--- src/rtl/fp_cmp_pipe.sv ---
// Two-stage pipelined IEEE-754 compare (feq/flt/fle) with optional fmin/fmax.
// Define FP_CMP_MINMAX_EN to build ops 3/4 as fmin/fmax; otherwise they behave as illegal ops.
module fp_cmp_pipe #(
  parameter int EXP_W = 8,
  parameter int MAN_W = 23,
  parameter int TAG_W = 4
) (
  input  logic                   clock,
  input  logic                   reset,
  input  logic                   in_valid,
  output logic                   in_ready,
  input  logic [EXP_W+MAN_W:0]   in_data1,
  input  logic [EXP_W+MAN_W:0]   in_data2,
  input  logic [2:0]             in_op,
  input  logic [TAG_W-1:0]       in_tag,
  output logic                   out_valid,
  input  logic                   out_ready,
  output logic [EXP_W+MAN_W:0]   out_result,
  output logic [4:0]             out_flags,
  output logic [TAG_W-1:0]       out_tag
);

  localparam int W = 1 + EXP_W + MAN_W;

  localparam logic [2:0] OP_FLE = 3'd0;
  localparam logic [2:0] OP_FLT = 3'd1;
  localparam logic [2:0] OP_FEQ = 3'd2;
`ifdef FP_CMP_MINMAX_EN
  localparam logic [2:0] OP_FMIN = 3'd3;
  localparam logic [2:0] OP_FMAX = 3'd4;
  localparam logic [W-1:0] CANON_NAN = {1'b0, {EXP_W{1'b1}}, 1'b1, {(MAN_W-1){1'b0}}};
`endif

  // Class vectors are {qnan, snan, zero}.
  logic             s1_valid_q, s1_valid_d;
  logic [W-1:0]     s1_a_q, s1_a_d;
  logic [W-1:0]     s1_b_q, s1_b_d;
  logic [2:0]       s1_op_q, s1_op_d;
  logic [TAG_W-1:0] s1_tag_q, s1_tag_d;
  logic [2:0]       s1_cls_a_q, s1_cls_a_d;
  logic [2:0]       s1_cls_b_q, s1_cls_b_d;

  logic             s2_valid_q, s2_valid_d;
  logic [W-1:0]     s2_result_q, s2_result_d;
  logic [4:0]       s2_flags_q, s2_flags_d;
  logic [TAG_W-1:0] s2_tag_q, s2_tag_d;

  logic             s2_adv;
  logic             s1_adv;
  logic             accept;

  logic             a_exp_ones;
  logic             b_exp_ones;
  logic [2:0]       in_cls_a;
  logic [2:0]       in_cls_b;

  logic             any_nan;
  logic             any_snan;
  logic             both_zero;
  logic             sign_a;
  logic             sign_b;
  logic             mag_lt;
  logic             mag_gt;
  logic             raw_lt;
  logic             ord_lt;
  logic             ord_eq;
  logic             cmp_bit;
  logic             nv;
  logic [W-1:0]     op_result;

  always_comb begin
    s2_adv   = !s2_valid_q || out_ready;
    s1_adv   = !s1_valid_q || s2_adv;
    in_ready = !s1_valid_q || !s2_valid_q || out_ready;
    accept   = in_valid && in_ready;
  end

  always_comb begin
    a_exp_ones = &in_data1[W-2:MAN_W];
    b_exp_ones = &in_data2[W-2:MAN_W];
    in_cls_a = {a_exp_ones & in_data1[MAN_W-1],
                a_exp_ones & ~in_data1[MAN_W-1] & (|in_data1[MAN_W-2:0]),
                ~|in_data1[W-2:0]};
    in_cls_b = {b_exp_ones & in_data2[MAN_W-1],
                b_exp_ones & ~in_data2[MAN_W-1] & (|in_data2[MAN_W-2:0]),
                ~|in_data2[W-2:0]};
  end

  // S1 only loads on an accepted request; an empty S1 keeps stale operands.
  always_comb begin
    s1_valid_d = s1_valid_q;
    s1_a_d     = s1_a_q;
    s1_b_d     = s1_b_q;
    s1_op_d    = s1_op_q;
    s1_tag_d   = s1_tag_q;
    s1_cls_a_d = s1_cls_a_q;
    s1_cls_b_d = s1_cls_b_q;
    if (s1_adv) begin
      s1_valid_d = accept;
      if (accept) begin
        s1_a_d     = in_data1;
        s1_b_d     = in_data2;
        s1_op_d    = in_op;
        s1_tag_d   = in_tag;
        s1_cls_a_d = in_cls_a;
        s1_cls_b_d = in_cls_b;
      end
    end
  end

  // raw_lt is a total order placing -0 below +0; ord_lt treats the zeros as equal.
  always_comb begin
    any_nan   = s1_cls_a_q[2] | s1_cls_a_q[1] | s1_cls_b_q[2] | s1_cls_b_q[1];
    any_snan  = s1_cls_a_q[1] | s1_cls_b_q[1];
    both_zero = s1_cls_a_q[0] & s1_cls_b_q[0];
    sign_a    = s1_a_q[W-1];
    sign_b    = s1_b_q[W-1];
    mag_lt    = s1_a_q[W-2:0] < s1_b_q[W-2:0];
    mag_gt    = s1_a_q[W-2:0] > s1_b_q[W-2:0];
    raw_lt    = (sign_a != sign_b) ? sign_a : (sign_a ? mag_gt : mag_lt);
    ord_lt    = raw_lt && !both_zero;
    ord_eq    = (s1_a_q == s1_b_q) || both_zero;
  end

  always_comb begin
    cmp_bit   = 1'b0;
    nv        = 1'b0;
    op_result = '0;
    case (s1_op_q)
      OP_FLE: begin
        cmp_bit   = !any_nan && (ord_lt || ord_eq);
        nv        = any_nan;
        op_result = {{(W-1){1'b0}}, cmp_bit};
      end
      OP_FLT: begin
        cmp_bit   = !any_nan && ord_lt;
        nv        = any_nan;
        op_result = {{(W-1){1'b0}}, cmp_bit};
      end
      OP_FEQ: begin
        cmp_bit   = !any_nan && ord_eq;
        nv        = any_snan;
        op_result = {{(W-1){1'b0}}, cmp_bit};
      end
`ifdef FP_CMP_MINMAX_EN
      OP_FMIN, OP_FMAX: begin
        nv = any_snan;
        if ((s1_cls_a_q[2] | s1_cls_a_q[1]) && (s1_cls_b_q[2] | s1_cls_b_q[1])) begin
          op_result = CANON_NAN;
        end else if (s1_cls_a_q[2] | s1_cls_a_q[1]) begin
          op_result = s1_b_q;
        end else if (s1_cls_b_q[2] | s1_cls_b_q[1]) begin
          op_result = s1_a_q;
        end else if ((s1_op_q == OP_FMIN) == raw_lt) begin
          op_result = s1_a_q;
        end else begin
          op_result = s1_b_q;
        end
      end
`endif
      default: begin
        cmp_bit   = 1'b0;
        nv        = 1'b0;
        op_result = '0;
      end
    endcase
  end

  // S2 holds its outputs while stalled so the consumer sees a stable result.
  always_comb begin
    s2_valid_d  = s2_valid_q;
    s2_result_d = s2_result_q;
    s2_flags_d  = s2_flags_q;
    s2_tag_d    = s2_tag_q;
    if (s2_adv) begin
      s2_valid_d = s1_valid_q;
      if (s1_valid_q) begin
        s2_result_d = op_result;
        s2_flags_d  = {nv, 4'b0000};
        s2_tag_d    = s1_tag_q;
      end
    end
  end

  always_ff @(posedge clock) begin
    if (reset) begin
      s1_valid_q  <= 1'b0;
      s1_a_q      <= '0;
      s1_b_q      <= '0;
      s1_op_q     <= '0;
      s1_tag_q    <= '0;
      s1_cls_a_q  <= '0;
      s1_cls_b_q  <= '0;
      s2_valid_q  <= 1'b0;
      s2_result_q <= '0;
      s2_flags_q  <= '0;
      s2_tag_q    <= '0;
    end else begin
      s1_valid_q  <= s1_valid_d;
      s1_a_q      <= s1_a_d;
      s1_b_q      <= s1_b_d;
      s1_op_q     <= s1_op_d;
      s1_tag_q    <= s1_tag_d;
      s1_cls_a_q  <= s1_cls_a_d;
      s1_cls_b_q  <= s1_cls_b_d;
      s2_valid_q  <= s2_valid_d;
      s2_result_q <= s2_result_d;
      s2_flags_q  <= s2_flags_d;
      s2_tag_q    <= s2_tag_d;
    end
  end

  always_comb begin
    out_valid  = s2_valid_q;
    out_result = s2_result_q;
    out_flags  = s2_flags_q;
    out_tag    = s2_tag_q;
  end

endmodule

--- config.mk ---
export PLATFORM = sky130hd
export DESIGN_NAME = fp_cmp_pipe
export DESIGN_NICKNAME = d
export VERILOG_FILES = /design/src/rtl/fp_cmp_pipe.sv
export SDC_FILE = /design/constraint.sdc
export NUM_CORES = 1
export LEC_CHECK = 0
export BUFFER_PORTS_ARGS = -buffer_cell sky130_fd_sc_hd__buf_2
export CORE_MARGIN = 1
export CORE_UTILIZATION = 53
export CTS_CLUSTER_SIZE = 30
export DETAILED_ROUTE_END_ITERATION = 8
export GPL_TIMING_DRIVEN = 0
export PLACE_DENSITY_LB_ADDON = 0.2
export SKIP_LAST_GASP = 1
export SYNTH_ARGS = -nofsm -noshare
export SYNTH_HDL_FRONTEND = slang
export SYNTH_SLANG_ARGS = --single-unit
--- constraint.sdc ---
create_clock -name clock -period 2.15 [get_ports clock]
set_clock_uncertainty 0.2 [all_clocks]
set_input_delay 0.645 -clock clock [delete_from_list [all_inputs] [get_ports clock]]
set_output_delay 0.645 -clock clock [all_outputs]
set_load 0.03 [all_outputs]
Word-level counts from Yosys, hierarchy flattened
Index checks and enable logic that the tools add are counted.
{ "totals": {"reg_bits": 116, "inputBits": 75, "output_inout_bits": 43, "word_cells": 61} }
{ "classes": {"order_cmp": 2, "eq_ne": 4, "mux": 4, "n_bitwise": 13, "n_reduce_logical": 27} }
{ "op_table": {"columns": ["operator", "n"], "rows": [
  ["31-bit OR reduction", 2],
  ["22-bit OR reduction", 2],
  ["32-bit equality test", 1],
  ["31-bit > comparator", 1],
  ["31-bit < comparator", 1],
  ["8-bit AND reduction", 2],
  ["1-bit bitwise AND", 7],
  ["1-bit logical NOT", 6],
  ["1-bit logical OR", 6],
  ["1-bit logical AND", 5],
  ["1-bit bitwise OR", 4],
  ["2-bit AND reduction", 2],
  ["3-bit by 1-bit equality test with 1-bit output, second input constant", 1],
  ["3-bit by 2-bit equality test with 1-bit output, second input constant", 1],
  ["3-bit logical NOT", 1],
  ["1-bit one-hot mux with 3 select lines", 1],
  ["1-bit 2-to-1 mux", 2],
  ["1-bit NOT", 2],
  ["1-bit one-hot mux with 2 select lines", 1],
  ["2-bit OR reduction", 1],
  ["1-bit inequality test", 1]
]} }

Logic depth before layout (Yosys ltp)
{ "logic_depth": {"ltp_word": 7, "mapped_depth": 8, "ltp_nobuf": 8} }

Least setup slack after synthesis
No wires, ideal clock.
{ "synth_timing": {"path_kind": "in2reg", "from": "input in_data1[17]", "to": "register s1_cls_a_q[1]", "setup_ps": 132, "arrival_time_ps": 1590, "required_ps": 1818, "path_slack_ps": 228, "stages": 4, "n_path_buf": 0, "cell_sequence": "or4_1 nor4_2 or3b_1 a21oi_1"} }
{ "synth_via": {"elab_chain_cells": 2} }
{ "synth_rtl": {"columns": ["element", "line_no", "text"], "rows": [
  ["from (decl)", "12", "input logic [EXP_W+MAN_W:0] in_data1,"],
  ["22-bit OR reduction", "82", "a_exp_ones & ~in_data1[MAN_W-1] & (|in_data1[MAN_W-2:0]),"],
  ["1-bit bitwise AND", "82", null],
  ["to (signal assigned)", "204", "s1_cls_a_q <= s1_cls_a_d;"],
  ["to (decl)", "40", "logic [2:0] s1_cls_a_q, s1_cls_a_d;"]
]} }
No other way between the ends.
A chain may end at the register's enable or synchronous reset.

Worst setup path after layout
{ "layout_timing": {"from": "register s1_b_q[30]", "to": "register s2_result_q[0], in the netlist out_result[0]"} }
{ "layout_via": {"elab_chain_cells": 7, "word_cells_on_any_way": 12, "classes_between": "order compare (2); eq/ne (1); mux (3); reduce/logical (6)"} }
{ "layout_rtl": {"columns": ["element", "line_no", "text"], "rows": [
  ["from (decl)", "37", "logic [W-1:0] s1_b_q, s1_b_d;"],
  ["from (signal assigned)", "189", "s1_b_q <= '0;"],
  ["from (signal assigned)", "201", "s1_b_q <= s1_b_d;"],
  ["31-bit < comparator / 31-bit > comparator (equally long branches)", "118, 119", null],
  ["1-bit 2-to-1 mux (2 in a row)", "120", "raw_lt = (sign_a != sign_b) ? sign_a : (sign_a ? mag_gt : mag_lt);"],
  ["1-bit logical AND", "121", "ord_lt = raw_lt && !both_zero;"],
  ["1-bit logical OR", "131", "cmp_bit = !any_nan && (ord_lt || ord_eq);"],
  ["1-bit logical AND", "131", null],
  ["1-bit one-hot mux with 3 select lines (*)", "129", "case (s1_op_q)"],
  ["to (signal assigned)", "207", "s2_result_q <= s2_result_d;"],
  ["to (decl)", "44", "logic [W-1:0] s2_result_q, s2_result_d;"]
]} }
Mark *: on every way between the ends. The rest lies on a longest branch, timed or not.

==> flow_metrics.py <==
metrics = {
    "power_and_ir_drop": {
        "power.density_mw_per_mm2": 701.6,
        "p_clk_share_pct": 35.4,
        "power.total_mw": 3.664,
        "seqPwrFrac_pct": 46.5,
        "vdd_ir_drop_max_mv": 0.4657,
        "swShare_pct": 28.28,
        "p_sw_mw": 1.036,
        "p_comb_share_pct": 18.1,
        "p_int_mw": 2.628,
        "leakagePower_nw": 2.355,
    },
    "timing": {
        "hold_viol_final": 0,
        "fmax_mhz": 462.6,
        "period_share_pct": 100.5,
        "worstMarginPinSlew_ns": 0.5929,
        "min_period_ns": 2.162,
        "maxSlewHeadroom_pct": 60.47,
        "finalWorstSetupSlack_ns": -0.01170,
        "drv_slew": 0,
        "setup_viol": 1,
        "rsz0062_at_grt": "true",
    },
    "yosys": {
        "synth_top_family_by_area": "simple AND/OR/NAND/NOR gates",
        "yosys_warnings": 0,
        "ys_types": 39,
        "synthXorXnorAreaFrac_pct": 0.2050,
        "yosys.area_share.simple_pct": 23.49,
        "synth_cells": 556,
        "synth_area_per_cell_um2": 7.683,
        "muxShareOfSynthArea_pct": 1.406,
        "synthArstFlopShare_pct": 0,
        "synth_ff_type": "dfxtp_1",
        "synth_edf_count": 0,
        "synth-compound-area-share_pct": 14.32,
        "synth_area_mm2": 0.004272,
        "seq_area_frac_synth_pct": 39.84,
        "synth-seq-cells": 85,
        "synth-adder-area-share_pct": 9.080,
    },
    "clock_network": {
        "numCtsBuffers": 9,
        "cts_tree": "built",
        "cts_buffer_depth": 2,
        "holdBufCountCts": 0,
        "clock_latency_ns": 0.36,
        "cts.clk_slew.worst_paths_ns": 0.08,
        "cts_sinks": 85,
        "h-tree-depth": 3,
        "cts_root_buffer": "clkbuf_8",
    },
    "setup_path": {
        "cp.required_ns": 2.21,
        "path_common_cell": "inv_1",
        "crit_chain": "inv_1, ha_1, nand4_1, nor2_1, inv_1, o311ai_0, a311oi_1, a21o_1",
        "cpPeakStageDelay_ns": 0.35,
        "cpMaxStageDelayCell": "o311ai_0",
        "path_class": "register to register",
        "cp.arrival_ns": 2.22,
        "startpoint_type": "register",
        "worst-path-max-fanout": 3,
        "cp-end-kind": "register",
        "critPathBufInv": 2,
        "critical-path-top-delay-family": "compound AO/OA/AOI/OAI gates",
    },
    "die": {
        "row_count": 32,
        "coreArea_mm2": 0.007767,
        "die_x_um": 91.78,
        "die_h_um": 91.78,
        "pin_count": 118,
        "die_area_mm2": 0.008423,
        "floorplan.initialDensity_pct": 54.99,
    },
    "route": {
        "via_per_inst": 5.197,
        "drtIter0Drc": 189,
        "ant_nets": 0,
        "drc_errors": 0,
        "num_vias": 4111,
        "drt_first_pass_iters": 7,
        "wire_per_inst_um": 13.51,
        "wl_mm": 10.69,
    },
    "final_layout": {
        "area_delta_synth_final_pct": 22.26,
        "final_cell_mix": "nand2_1 (156), a21oi_1 (92), buf_2 (87)",
        "fin_area_mm2": 0.005223,
        "diodes": 0,
        "final_common_cell": "nand2_1",
        "drive_gt1_share_pct": 22.64,
        "nets": 790,
    },
    "run": {
        "drv_cap": 0,
    },
    "status": {
        "status": "finished, violations left",
        "violations": "setup timing",
    },
    "placement": {
        "dpl_cell_area_mm2": 0.004937,
        "gp_congestion": 0.8630,
        "pre_cts_ws_ns": -0.3394,
        "hpwl_mm": 8.095,
        "io_buffers": 82,
    },
    "grt": {
        "grt_pass1_wl_mm": 17.35,
        "grtUsageMet3_pct": 4.395,
        "grtUsageTotal_pct": 26.18,
        "grt_pass1_vias": 3831,
        "busiest_layer": "met2",
        "antenna_found_initial": 0,
        "gr-usage-met2_pct": 43.86,
        "grt_max_degree": 14,
        "grt.overflow.total": 0,
        "use_met1_pct": 32.85,
    },
    "worst_hold_path": {
        "min_path_type": "register to register",
    },
}
area by class of cell:
| cell class | instances | area (um^2) |
|---|---|---|
| repair buffers | 83 | 417.9 |
| well taps | 102 | 127.6 |
| flip-flops and latches | 85 | 1705 |
| multi-input cells | 410 | 2251 |
| inverters | 35 | 131.4 |
| plain buffers | 60 | 362.8 |
| clock buffers | 13 | 158.9 |
| fillers | 690 | 2545 |
| clock inverters | 3 | 67.56 |
registers in the layout, summed over array words and instances, names as in the netlist:
signal	cells
s1_valid_q	1
out_flags	1
s1_cls_b_q	3
out_result	1
s1_op_q	3
out_valid	1
out_tag	4
s1_cls_a_q	3
s1_tag_q	4
s1_a_q	32
s1_b_q	32
per-layer routing:
| layer | share of wire [%] | vias to the layer above |
|---|---|---|
| met5 | 0 | - |
| met4 | 2.2 | 0 |
| met3 | 6.8 | 25 |
| met2 | 46 | 171 |
| met1 | 45 | 1863 |
| li1 | - | 2052 |
power by group through the flow:
stage,clock network (mW),registers [mW],logic (mW)
final,1.30,1.70,0.663
after global routing,1.37,1.71,0.739
after CTS,1.30,1.70,0.642
after detailed placement,0,1.74,0.638
after global placement,0,1.73,0.620
after floorplan,0,1.73,0.443
worst min-delay path: cells and delay by family (launching register included):
kind / cells / cell delay, ns
compound gates: 1 / 0.05
simple gates: 1 / 0.05
flops: 1 / 0.31
cells in the mapped netlist (6+ instances only):
master / count / area (um^2)
clkbuf_1: 20 / 75.07
nor2_1: 17 / 63.81
mux2i_1: 6 / 60.06
a21oi_1: 92 / 460.4
buf_4: 35 / 262.8
nor4_1: 8 / 50.05
nand4_1: 15 / 93.84
o21ai_0: 6 / 30.03
dfxtp_1: 85 / 1702
nand2_1: 156 / 585.6
nor3_1: 7 / 35.03
ha_1: 31 / 387.9
inv_1: 35 / 131.4
kinds of logic after synthesis:
group                      count (synthesis)
xor gates and xnor gates                   1
and+or+nand+nor                          225
muxes                                      6
buffers and inverters                     95
adders and majority gates                 31
AOI/OAI and AO/OA                        112
DFF                                       85
other                                      1
path summary, 6_finish.rpt:
check | start | endpoint | slack [ns] | cells after the start
min reg2reg | s1_b_q[5]$_SDFFE_PP0P_ | s1_b_q[5]$_SDFFE_PP0P_ | 0.26 | 2
max | s1_b_q[30]$_SDFFE_PP0P_ | out_result[0]$_SDFFE_PP0P_ | -0.01 | 8
max reg2reg | s1_b_q[30]$_SDFFE_PP0P_ | out_result[0]$_SDFFE_PP0P_ | -0.01 | 8
min | s1_b_q[5]$_SDFFE_PP0P_ | s1_b_q[5]$_SDFFE_PP0P_ | 0.26 | 2
repair_timing:
| item | in CTS | in global routing |
|---|---|---|
| setup buffers | 0 | 1 |
| gates resized for setup | 0 | 8 |
| pin swaps | 1 | 3 |
| cloned | 0 | 0 |
| endpoints found under the setup margin | 1 | 3 |
stage by stage:
stage	instances	hold WS (ns)	setup TNS, ns	utilization, %
after floorplan	590	0.2318	0	-
after global placement	774	0.2411	-2.731	63.56
after detailed placement	774	0.2487	-5.268	63.56
after CTS	790	0.2606	0	66.48
after global routing	791	0.2724	-0.08089	67.24
final	791	0.2598	-0.01170	67.24
Power figures use the tool's default switching activity.
